--- config.mk ---
export PLATFORM = sky130hd
export DESIGN_NAME = punc_controller
export DESIGN_NICKNAME = d
export VERILOG_FILES = /design/src/rtl/punc_controller.sv
export SDC_FILE = /design/constraint.sdc
export NUM_CORES = 1
export LEC_CHECK = 0
export CORE_ASPECT_RATIO = 1.25
export CORE_MARGIN = 1.5
export CORE_UTILIZATION = 25
export CTS_CLUSTER_SIZE = 20
export DETAILED_ROUTE_END_ITERATION = 16
export SLEW_MARGIN = 40
export SYNTH_ARGS = -nofsm -noshare
export SYNTH_HDL_FRONTEND = slang
export SYNTH_SLANG_ARGS = --single-unit
export TNS_END_PERCENT = 50
--- constraint.sdc ---
create_clock -name clk -period 2.3 [get_ports clk]
set_input_delay 0.575 -clock clk [delete_from_list [all_inputs] [get_ports clk]]
set_output_delay 0.575 -clock clk [all_outputs]
set_load 0.01 [all_outputs]
--- src/rtl/punc_controller.sv ---
// punc_controller: control FSM for the PUnC LC3 processor.
// Steps the datapath through FETCH -> DECODE -> EXEC (-> INDIR) for each
// instruction. Every datapath control is decoded combinationally from the
// current state, the IR and the latched N/Z/P flags.
// Optional feature macro: PUNC_INDIRECT_EN enables LDI/STI through the INDIR
// state and drives mdr_ld. Without it, LDI/STI decode as 3-cycle no-ops.
module punc_controller (
    input  logic        clk,
    input  logic        rst,
    input  logic [15:0] instruction,
    input  logic        n,
    input  logic        z,
    input  logic        p,
    output logic        ir_ld,
    output logic        pc_ld,
    output logic [1:0]  pc_sel,
    output logic [1:0]  mem_addr_sel,
    output logic        mem_w_en,
    output logic        mdr_ld,
    output logic [2:0]  rf_r_addr_0,
    output logic [2:0]  rf_r_addr_1,
    output logic [2:0]  rf_w_addr,
    output logic        rf_w_en,
    output logic [1:0]  rf_w_sel,
    output logic [1:0]  alu_op,
    output logic        alu_imm,
    output logic        npz_ld,
    output logic        halted
);

`ifdef PUNC_INDIRECT_EN
    typedef enum logic [2:0] {
        S_FETCH, S_DECODE, S_EXEC, S_INDIR, S_HALT
    } state_t;
`else
    typedef enum logic [2:0] {
        S_FETCH, S_DECODE, S_EXEC, S_HALT
    } state_t;
`endif

    localparam logic [3:0] OP_BR   = 4'b0000;
    localparam logic [3:0] OP_ADD  = 4'b0001;
    localparam logic [3:0] OP_LD   = 4'b0010;
    localparam logic [3:0] OP_ST   = 4'b0011;
    localparam logic [3:0] OP_JSR  = 4'b0100;
    localparam logic [3:0] OP_AND  = 4'b0101;
    localparam logic [3:0] OP_LDR  = 4'b0110;
    localparam logic [3:0] OP_STR  = 4'b0111;
    localparam logic [3:0] OP_NOT  = 4'b1001;
    localparam logic [3:0] OP_JMP  = 4'b1100;
    localparam logic [3:0] OP_LEA  = 4'b1110;
    localparam logic [3:0] OP_TRAP = 4'b1111;
`ifdef PUNC_INDIRECT_EN
    localparam logic [3:0] OP_LDI  = 4'b1010;
    localparam logic [3:0] OP_STI  = 4'b1011;
`endif

    localparam logic [1:0] PC_INC   = 2'b00;
    localparam logic [1:0] PC_OFF9  = 2'b01;
    localparam logic [1:0] PC_OFF11 = 2'b10;
    localparam logic [1:0] PC_BASE  = 2'b11;

    localparam logic [1:0] MA_PC    = 2'b00;
    localparam logic [1:0] MA_OFF9  = 2'b01;
    localparam logic [1:0] MA_BASE6 = 2'b10;
    localparam logic [1:0] MA_MDR   = 2'b11;

    localparam logic [1:0] WS_ALU   = 2'b00;
    localparam logic [1:0] WS_MEM   = 2'b01;
    localparam logic [1:0] WS_PC    = 2'b10;
    localparam logic [1:0] WS_LEA   = 2'b11;

    localparam logic [1:0] ALU_ADD  = 2'b01;
    localparam logic [1:0] ALU_AND  = 2'b10;
    localparam logic [1:0] ALU_NOT  = 2'b11;

    state_t     state;
    state_t     state_next;
    logic [3:0] opcode;
    logic [2:0] dr;
    logic [2:0] base;
    logic       branch_taken;
    logic       unused_bits;

    assign opcode       = instruction[15:12];
    assign dr           = instruction[11:9];
    assign base         = instruction[8:6];
    assign branch_taken = (instruction[11] & n) | (instruction[10] & z) | (instruction[9] & p);
    // instruction[4:3] carry no control information for any opcode.
    assign unused_bits  = ^instruction[4:3];

`ifndef PUNC_INDIRECT_EN
    assign mdr_ld = 1'b0;
`endif

    // State register; rst drops straight back to FETCH, aborting any instruction.
    always_ff @(posedge clk or posedge rst) begin
        if (rst) begin
            state <= S_FETCH;
        end else begin
            state <= state_next;
        end
    end

    // Next state and all datapath controls; everything is held low while rst is high.
    always_comb begin
        state_next   = state;
        ir_ld        = 1'b0;
        pc_ld        = 1'b0;
        pc_sel       = PC_INC;
        mem_addr_sel = MA_PC;
        mem_w_en     = 1'b0;
`ifdef PUNC_INDIRECT_EN
        mdr_ld       = 1'b0;
`endif
        rf_r_addr_0  = 3'd0;
        rf_r_addr_1  = 3'd0;
        rf_w_addr    = 3'd0;
        rf_w_en      = 1'b0;
        rf_w_sel     = WS_ALU;
        alu_op       = 2'b00;
        alu_imm      = 1'b0;
        npz_ld       = 1'b0;
        halted       = 1'b0;
        if (!rst) begin
            case (state)
                S_FETCH: begin
                    mem_addr_sel = MA_PC;
                    ir_ld        = 1'b1;
                    state_next   = S_DECODE;
                end
                S_DECODE: begin
                    pc_ld      = 1'b1;
                    pc_sel     = PC_INC;
                    state_next = (opcode == OP_TRAP) ? S_HALT : S_EXEC;
                end
                S_EXEC: begin
                    state_next = S_FETCH;
                    case (opcode)
                        OP_ADD, OP_AND, OP_NOT: begin
                            rf_r_addr_0 = base;
                            rf_r_addr_1 = instruction[2:0];
                            alu_imm     = instruction[5];
                            alu_op      = (opcode == OP_ADD) ? ALU_ADD :
                                          (opcode == OP_AND) ? ALU_AND : ALU_NOT;
                            rf_w_addr   = dr;
                            rf_w_sel    = WS_ALU;
                            rf_w_en     = 1'b1;
                            npz_ld      = 1'b1;
                        end
                        OP_BR: begin
                            if (branch_taken) begin
                                pc_ld  = 1'b1;
                                pc_sel = PC_OFF9;
                            end
                        end
                        OP_JMP: begin
                            rf_r_addr_0 = base;
                            pc_sel      = PC_BASE;
                            pc_ld       = 1'b1;
                        end
                        OP_JSR: begin
                            // Link and jump share the edge; the base is read before R7 changes.
                            rf_w_addr   = 3'd7;
                            rf_w_sel    = WS_PC;
                            rf_w_en     = 1'b1;
                            rf_r_addr_0 = base;
                            pc_sel      = instruction[11] ? PC_OFF11 : PC_BASE;
                            pc_ld       = 1'b1;
                        end
                        OP_LD, OP_LDR: begin
                            rf_r_addr_0  = base;
                            mem_addr_sel = (opcode == OP_LD) ? MA_OFF9 : MA_BASE6;
                            rf_w_addr    = dr;
                            rf_w_sel     = WS_MEM;
                            rf_w_en      = 1'b1;
                            npz_ld       = 1'b1;
                        end
                        OP_ST, OP_STR: begin
                            rf_r_addr_0  = base;
                            rf_r_addr_1  = dr;
                            mem_addr_sel = (opcode == OP_ST) ? MA_OFF9 : MA_BASE6;
                            mem_w_en     = 1'b1;
                        end
                        OP_LEA: begin
                            rf_w_addr = dr;
                            rf_w_sel  = WS_LEA;
                            rf_w_en   = 1'b1;
                        end
`ifdef PUNC_INDIRECT_EN
                        OP_LDI, OP_STI: begin
                            mem_addr_sel = MA_OFF9;
                            mdr_ld       = 1'b1;
                            state_next   = S_INDIR;
                        end
`endif
                        default: begin
                            // RTI, reserved, and LDI/STI when indirection is disabled.
                        end
                    endcase
                end
`ifdef PUNC_INDIRECT_EN
                S_INDIR: begin
                    mem_addr_sel = MA_MDR;
                    state_next   = S_FETCH;
                    if (opcode == OP_LDI) begin
                        rf_w_addr = dr;
                        rf_w_sel  = WS_MEM;
                        rf_w_en   = 1'b1;
                        npz_ld    = 1'b1;
                    end else begin
                        rf_r_addr_1 = dr;
                        mem_w_en    = 1'b1;
                    end
                end
`endif
                S_HALT: begin
                    halted     = 1'b1;
                    state_next = S_HALT;
                end
                default: begin
                    state_next = S_FETCH;
                end
            endcase
        end
    end

endmodule
* After elaboration in Yosys (flattened, before gate mapping)
Cells that the tools add are included.
** Cells by class
- Mux-type cells :: 49
- Equal/unequal tests :: 14
- Reduce and logical (&&, ||, !) cells :: 10
- Bitwise operators :: 5
** Operators with widths (count)
- 2-to-1 mux 2 bit :: 12
- 2-to-1 mux 1 bit :: 22
- 2-to-1 mux 3 bit :: 7
- one-hot mux 2 bit (3 select lines) :: 3
- equality test 4 x 3 -> 1 bit (second input constant) :: 4
- equality test 4 bit (second input constant) :: 4
- one-hot mux 3 bit (2 select lines) :: 2
- OR reduction 9 bit :: 1
- equality test 4 x 2 -> 1 bit (second input constant) :: 2
- OR reduction 7 bit :: 1
- equality test 3 x 2 -> 1 bit (second input constant) :: 2
- OR reduction 2 bit :: 3
- OR reduction 6 bit :: 1
- OR reduction 5 bit :: 1
- equality test 4 x 1 -> 1 bit (second input constant) :: 1
- logical NOT 4 bit :: 1
- one-hot mux 1 bit (2 select lines) :: 2
- one-hot mux 2 bit (2 select lines) :: 1
- AND 1 bit :: 3
- equality test 3 x 1 -> 1 bit (second input constant) :: 1
- logical NOT 3 bit :: 1
- OR reduction 3 bit :: 1
- OR 1 bit :: 2
** Storage, ports and cells
- Logic and storage cells :: 79
- Input bits :: 21
- Register bits after elaboration :: 3

* Longest topological paths before layout
Gate-level depths: netlist of the first run.
- Depth after elaboration :: 7
- Gate-level depth with buffers :: 6
- Gate-level depth less buffers :: 5

* Worst setup path after synthesis of the first run
OpenSTA, ideal clock, no wires.
- Kind :: reg-to-output
- From :: register state[0]
- To :: output rf_r_addr_1[0]
- Buffers on the path :: 1
- Stages on the path, launching flop included :: 7
- Arrival time :: 1350 ps
- Setup slack :: 375 ps
- Path through :: dfrtp_1 inv_1 ha_1 nand2b_4 buf_6 a211oi_4 a22o_1
** Between the ends
- Longest elaborated chain between the ends :: 3
** Ends and longest elaborated chain
- from (decl) :: RTL line 77 : state_t state;
- from (signal assigned) :: RTL line 101 : state <= state_next;
- equality test 3 x 2 -> 1 bit :: RTL line 126 : case (state)
- 2-to-1 mux 3 bit :: RTL line 126
- 2-to-1 mux 3 bit :: RTL line 125 : if (!rst) begin
- to (decl) :: RTL line 21 : output logic [2:0] rf_r_addr_1,
No other way between the ends.

* Final worst setup path of the first run
- From :: input rst
- To :: output rf_r_addr_0[2]
** Between the ends
- Longest elaborated chain between the ends :: 1
** Ends and longest elaborated chain
- from (decl) :: RTL line 9 : input logic rst,
- 2-to-1 mux 3 bit :: RTL line 125
- to (decl) :: RTL line 20 : output logic [2:0] rf_r_addr_0,
No other way between the ends.

==> out/qor.yml, run 1 <==
run_status:
  outcome: "finished with violations"
  violations: "negative setup slack"
clock_network:
  clock_sinks: 2
  numCtsBuffers: 3
  cts_tree: "yes"
  cts.path.max_buffers: 2
  postCtsHoldBufs: 0
  clkTransAtPathRegs_ns: 0.03
  clock_latency_ns: 0.22
  cts-root-buf: "clkbuf_4"
  h-tree-depth: 1
synth:
  ys.warnings.count: 0
  synth_edf_count: 0
  ys_ff_latch: 2
  synthTopCellsByArea: "dfrtp_1, ha_1, nor2b_1"
  yosys.area.top_type: "dfrtp_1"
  synth_fp_nets: 109
  ys_types: 37
  synthFlopType: "dfrtp_1"
  synth_top_area_frac: 0.0760
  async_flop_share: 1.00
  synthTopCellsByCount: "nor2b_1, nor3_1, o21ai_0, a31oi_1"
  synth.area.mux_share: 0
  synth_top_family_by_area: "simple AND/OR/NAND/NOR gates"
  synth_xor_area_frac: 0.0266
  synth-simple-area-share: 0.371
  synth_cells: 84
  synth_seq_area_share: 0.0760
  synth_compound_area_frac: 0.342
  syn_avg_cell_area_um2: 7.83
  synth_area_um2: 658
  synthAdderAreaFrac: 0.0760
placed_design:
  portBuffers: 42
  place_hpwl_um: 1890
  gp_congestion: 0.760
  dpl-instance-area_mm2: 0.00128
  dp_worst_setup_slack_ns: -0.743
job:
  drv_cap: 0
grt:
  antenna_found_initial: 0
  grt_pass1_wl_um: 3830
  grt_start_max_net_pins: 11
  track_usage: 0.163
  grt_pass1_vias: 884
  grt_overflow_total: 0
timing:
  fin_ws_ns: -0.0110
  finalMaxSlewViolations: 0
  rsz0062_at_grt: "yes"
  period_minus_slack_ns: 2.31
  finalCritPeriodShare: 1.00
  fmax_mhz: 433
  fin_skew_ns: 0.000239
  setup_viol: 1
  final_hold_viol_count: 0
detailed_routing:
  vias_per_cell: 4.61
  dr.pass1.iters: 4
  wl_um: 2300
  drc: 0
  dr_total_vias: 875
  wl_per_cell_um: 12.1
  first_iter_violations: 21
  ant_nets: 0
worst_setup_path:
  cpPeakStageDelay_ns: 0.26
  setup.worst_path.start: "rst"
  cp.required_ns: 1.73
  arrival_ns: 1.74
  cp.buffers_inverters: 3
  worstPathMaxFanout: 5
  reg2reg_slack_ns: 0.99
  slowest_stage: "dlygate4sd2_1"
  worst-setup-path-type: "input port to output port"
  setup.worst_path.start_class: "input port"
  reg2reg_from: "state[1]$_DFFE_PP0N_"
  critPathTopFamily: "buffers and inverters"
  cp_cell_sequence: "dlygate4sd2_1 > nand2b_4 > buf_4 > a211oi_2 > and2_1 > clkdlybuf4s15_2"
  cp-end-kind: "output port"
hold_path:
  min_from: "state[0]$_DFFE_PP0N_"
  hp-class: "flip-flop to flip-flop"
layout:
  design_area_mm2: 0.00132
  seq_area_um2: 50.0
  synthToLayoutAreaGrowth_pct: 100
  diodes: 0
  drive_above_1_share: 0.478
  fill_cells: 254
  largest-register: "state"
  finalNetCount: 184
  largest_reg_flops: 2
  multiInputGateArea_um2: 593
  top_regs: "state: 2 flops"
die:
  fp.dieW_um: 48.9
  io_pins: 46
  row_count: 20
  core_mm2: 0.00248
  die_y_um: 60.4
  die_area_mm2: 0.00295
  initial_core_util: 0.266
power_and_ir_drop:
  p_total_w: 0.000636
  vdd_drop_max_mv: 0.550
  p_leak_nw: 0.657
  power_density_mw_per_mm2: 483
==> where the power goes <==
part           internal, W  switching (W)  total (W)
Combinational     0.000265       0.000230   0.000495
Sequential       0.0000537      0.0000131  0.0000668
Clock            0.0000573      0.0000168  0.0000740
==> stage by stage <==
stage,utilization,std cells,hold WS [ns],TNS (ns)
detailed placement,0.518,180,0.589,-13.85
finish,0.532,190,0.591,-0.0110
CTS,0.538,189,0.594,-0.0675
global route,0.532,190,0.615,-0.0673
floorplan,-,84,0.333,0
global placement,0.518,180,0.562,-13.53
==> routing by layer <==
metal,GRT usage,wire length (um),up-vias
met2,0.339,1250,25
met4,0.0367,0,0
li1,-,-,452
met3,0.0197,57,0
met1,0.177,996,398
met5,0,0,-
==> cell type report <==
cell class | instances | area share
inverters | 4 | 0.0114
multi-input cells | 72 | 0.450
flip-flops and latches | 2 | 0.0380
repair buffers | 76 | 0.452
clock buffers | 3 | 0.0171
well taps | 33 | 0.0313
==> tightest hold or removal path: stages (launching register included) <==
cell,delay (ns)
dfrtp_1,0.33
buf_4,0.13
a31oi_1,0.09
==> layout by cell type, fill, tap and decap left out, drive strengths merged <==
cell and instances:
o21a 1, buf 47, nor2b 7, a22o 3, clkdlybuf4s50 8, nor3b 2
o22ai 1, a211oi 3, clkdlybuf4s15 4, xnor2 1, a31oi 5, and3b 1
and3 1, nor3 8, a21oi 4, ha 4, clkbuf 7, a21o 1
conb 1, nand3b 1, nand2b 4, xor2 1, o21bai 1, nor2 3
or2 1, nand4 1, nand2 3, o21ai 6, inv 4, and2b 1
a222oi 1, dlygate4sd2 12, dfrtp 2, a2111oi 1, and2 5, dlymetal6s2s 1
==> final timing paths <==
path,endpoint,depth (start not counted)
max,rf_r_addr_0[2],6
max in group asynchronous,state[0]$_DFFE_PP0N_,4
min,state[0]$_DFFE_PP0N_,2
min in group asynchronous,state[1]$_DFFE_PP0N_,4
min reg2reg,state[0]$_DFFE_PP0N_,2
max reg2reg,state[0]$_DFFE_PP0N_,5
==> kinds of logic (layout without fill, tap and decap cells) <==
logic type                 Yosys count  count (layout)
and+or+nand+nor                     38              38
AOI/OAI and AO/OA                   27              27
buffers and inverters               10              83
adders and majority gates            4               4
xor gates and xnor gates             2               2
DFF                                  2               2
other                                1               1
==> what timing repair did <==
action / 4_1_cts / 5_1_grt
setup endpoints to repair: 24 / 16
buffers inserted: 6 / 1
resized for setup: 90 / 13
endpoints found under the hold margin: 0 / 0
pin swaps: 9 / 5
Note: power is estimated with default switching activity, not from simulation.
==> inputs of run 2 (changes only) <==
CTS_BUF_LIST = sky130_fd_sc_hd__clkbuf_16   (was not set)
==> out/qor.yml, run 2 (synthesis results as in run 1) <==
run_status:
  outcome: "finished with violations"  # unchanged
  violations: "negative setup slack"  # unchanged
layout:
  final_common_cell: "buf_4"  # unchanged
  synthToLayoutAreaGrowth_pct: 108  # was 100%
  drive_above_1_share: 0.478  # unchanged
  diodes: 0  # unchanged
  design_area_mm2: 0.00137  # was 0.00132 mm2
  final_cell_count_no_fill: 190  # unchanged
  finalNetCount: 184  # unchanged
  top_regs: "state: 2 flops"  # unchanged
  seq_area_um2: 50.0  # unchanged
  fill_cells: 245  # was 254
  multiInputGateArea_um2: 593  # unchanged
  largest_reg_flops: 2  # unchanged
  mostFrequentLayoutCells: "buf_4, buf_2, dlygate4sd2_1, clkdlybuf4s50_1"  # unchanged
  largest-register: "state"  # unchanged
worst_setup_path:
  cp-end-kind: "output port"  # unchanged
  worstReg2RegEnd: "state[0]$_DFFE_PP0N_"  # unchanged
  rr_worst_depth: 5  # unchanged
  arrival_ns: 1.73  # was 1.74 ns
  slowest_stage: "dlygate4sd2_1"  # unchanged
  worst-setup-path-type: "input port to output port"  # unchanged
  worstPathMaxFanout: 5  # unchanged
  setup.worst_path.start_class: "input port"  # unchanged
  cp.required_ns: 1.73  # about the same
  cp_cell_sequence: "dlygate4sd2_1 > nand2b_4 > buf_4 > a211oi_2 > and2_1 > clkdlybuf4s15_2"  # unchanged
  cpPeakStageDelay_ns: 0.26  # about the same
  setup.worst_path.start: "rst"  # unchanged
  reg2reg_slack_ns: 0.99  # about the same
  reg2reg_from: "state[1]$_DFFE_PP0N_"  # unchanged
power_and_ir_drop:
  power_density_mw_per_mm2: 603  # was 483 mW/mm2
  comb_power_share: 0.603  # was 0.779
  p_sw_frac: 0.346  # was 0.408
  cellInternalPower_w: 0.000540  # was 0.000376 W
  p_seq_frac: 0.082  # was 0.105
  p_total_w: 0.000826  # was 0.000636 W
  pwr-share-clk: 0.315  # was 0.116
  switchingPower_w: 0.000286  # was 0.000260 W
  p_leak_nw: 0.681  # was 0.657 nW
  vdd_drop_max_mv: 0.799  # was 0.550 mV
detailed_routing:
  drc: 0  # unchanged
  vias_per_cell: 4.65  # was 4.61
  first_iter_violations: 20  # was 21
  dr_total_vias: 884  # was 875
  wl_per_cell_um: 12.4  # was 12.1 um
  dr.pass1.iters: 4  # unchanged
  wl_um: 2370  # was 2300 um
  ant_nets: 0  # unchanged
timing:
  setup_viol: 1  # unchanged
  finalCritPeriodShare: 1.00  # about the same
  fin_ws_ns: -0.00907  # was -0.0110 ns
  rsz0062_at_grt: "yes"  # unchanged
  finalMaxSlewViolations: 0  # unchanged
  hold-worst-slack_ns: 0.589  # was 0.591 ns
  fmax_mhz: 433  # about the same
  period_minus_slack_ns: 2.31  # about the same
  final_hold_viol_count: 0  # unchanged
  fin_skew_ns: 0.000459  # was 0.000239 ns
clock_network:
  clock_latency_ns: 0.22  # about the same
  numCtsBuffers: 3  # unchanged
  h-tree-depth: 1  # unchanged
  clock_sinks: 2  # unchanged
  cts-root-buf: "clkbuf_16"  # was clkbuf_4
  clkTransAtPathRegs_ns: 0.03  # about the same
  cts.path.max_buffers: 2  # unchanged
  cts_tree: "yes"  # unchanged
grt:
  grt_pass1_vias: 887  # was 884
  grt_start_max_net_pins: 11  # unchanged
  track_usage: 0.170  # was 0.163
  grt_pass1_wl_um: 3940  # was 3830 um
  grt_overflow_total: 0  # unchanged
  antenna_found_initial: 0  # unchanged
die:
  io_pins: 46  # unchanged
  fp.dieW_um: 48.9  # unchanged
  die_y_um: 60.4  # unchanged
  die_area_mm2: 0.00295  # unchanged
  row_count: 20  # unchanged
  initial_core_util: 0.266  # unchanged
  core_mm2: 0.00248  # unchanged
hold_path:
  holdPathStages: 2  # unchanged
  hp-class: "flip-flop to flip-flop"  # unchanged
  whs_endpoint: "state[0]$_DFFE_PP0N_"  # unchanged
  min_from: "state[0]$_DFFE_PP0N_"  # unchanged
placed_design:
  dpl-instance-area_mm2: 0.00128  # unchanged
  gp_congestion: 0.760  # unchanged
  portBuffers: 42  # unchanged
  place_hpwl_um: 1890  # unchanged
  post-place-cells: 180  # unchanged
job:
  drv_cap: 0  # unchanged
[run 2: changes by cell type in the layout (fill, tap and decap cells not counted)]
cell,change
clkbuf_4,-3
clkbuf_16,+3
[run 2: area by class of cell]
class,instances,share of cell area
timing repair buffer,76,0.435
tap,33,0.0301
multi-input combinational,72,0.433
sequential,2,0.0365
clock buffer,3,0.0548
inverter,4,0.0110
[run 2: worst max-delay path by stage]
stage	end	slack (ns)	cells past startpoint
detailed placement	rf_w_addr[1]	-0.74	6
global route	rf_r_addr_0[2]	-0.07	6
finish	rf_r_addr_0[2]	-0.009	6
floorplan	rf_r_addr_1[0]	0.37	6
CTS	rf_r_addr_0[2]	-0.07	6
global placement	rf_r_addr_1[2]	-0.74	5
[run 2: metrics by stage]
stage / utilization / setup TNS, ns / setup WS, ns
2_1_floorplan: - / 0 / 0.375
3_3_place_gp: 0.518 / -13.53 / -0.735
3_5_place_dp: 0.518 / -13.85 / -0.743
4_1_cts: 0.559 / -0.0652 / -0.0652
5_1_grt: 0.553 / -0.0700 / -0.0681
6_report: 0.553 / -0.00907 / -0.00907
[run 2: repair_timing]
item,in CTS,in global routing
gates resized for setup,90,13
pin swaps,9,5
buffers inserted,6,1
endpoints found under the hold margin,0,0
setup endpoints to repair,24,17
hold buffers,0,0
[run 2: power by group through the flow]
stage	clock network [W]	logic (W)	registers, W
floorplan	0	0.000234	0.0000692
global placement	0	0.000470	0.0000621
detailed placement	0	0.000480	0.0000635
CTS	0.000263	0.000488	0.0000637
global route	0.000268	0.000539	0.0000702
finish	0.000260	0.000498	0.0000679
[run 2: critical path: cells and delay by family]
kind	cells	cell delay [ns]
simple gates	2	0.34
compound gates	1	0.19
buf+inv	3	0.63
[run 2: per-layer routing]
| metal | up-vias | routed length [um] | track usage |
|---|---|---|---|
| met5 | - | 0 | 0 |
| met4 | 0 | 12 | 0.0490 |
| met3 | 2 | 63 | 0.0271 |
| met2 | 28 | 1240 | 0.339 |
| met1 | 401 | 1050 | 0.187 |
| li1 | 453 | - | - |
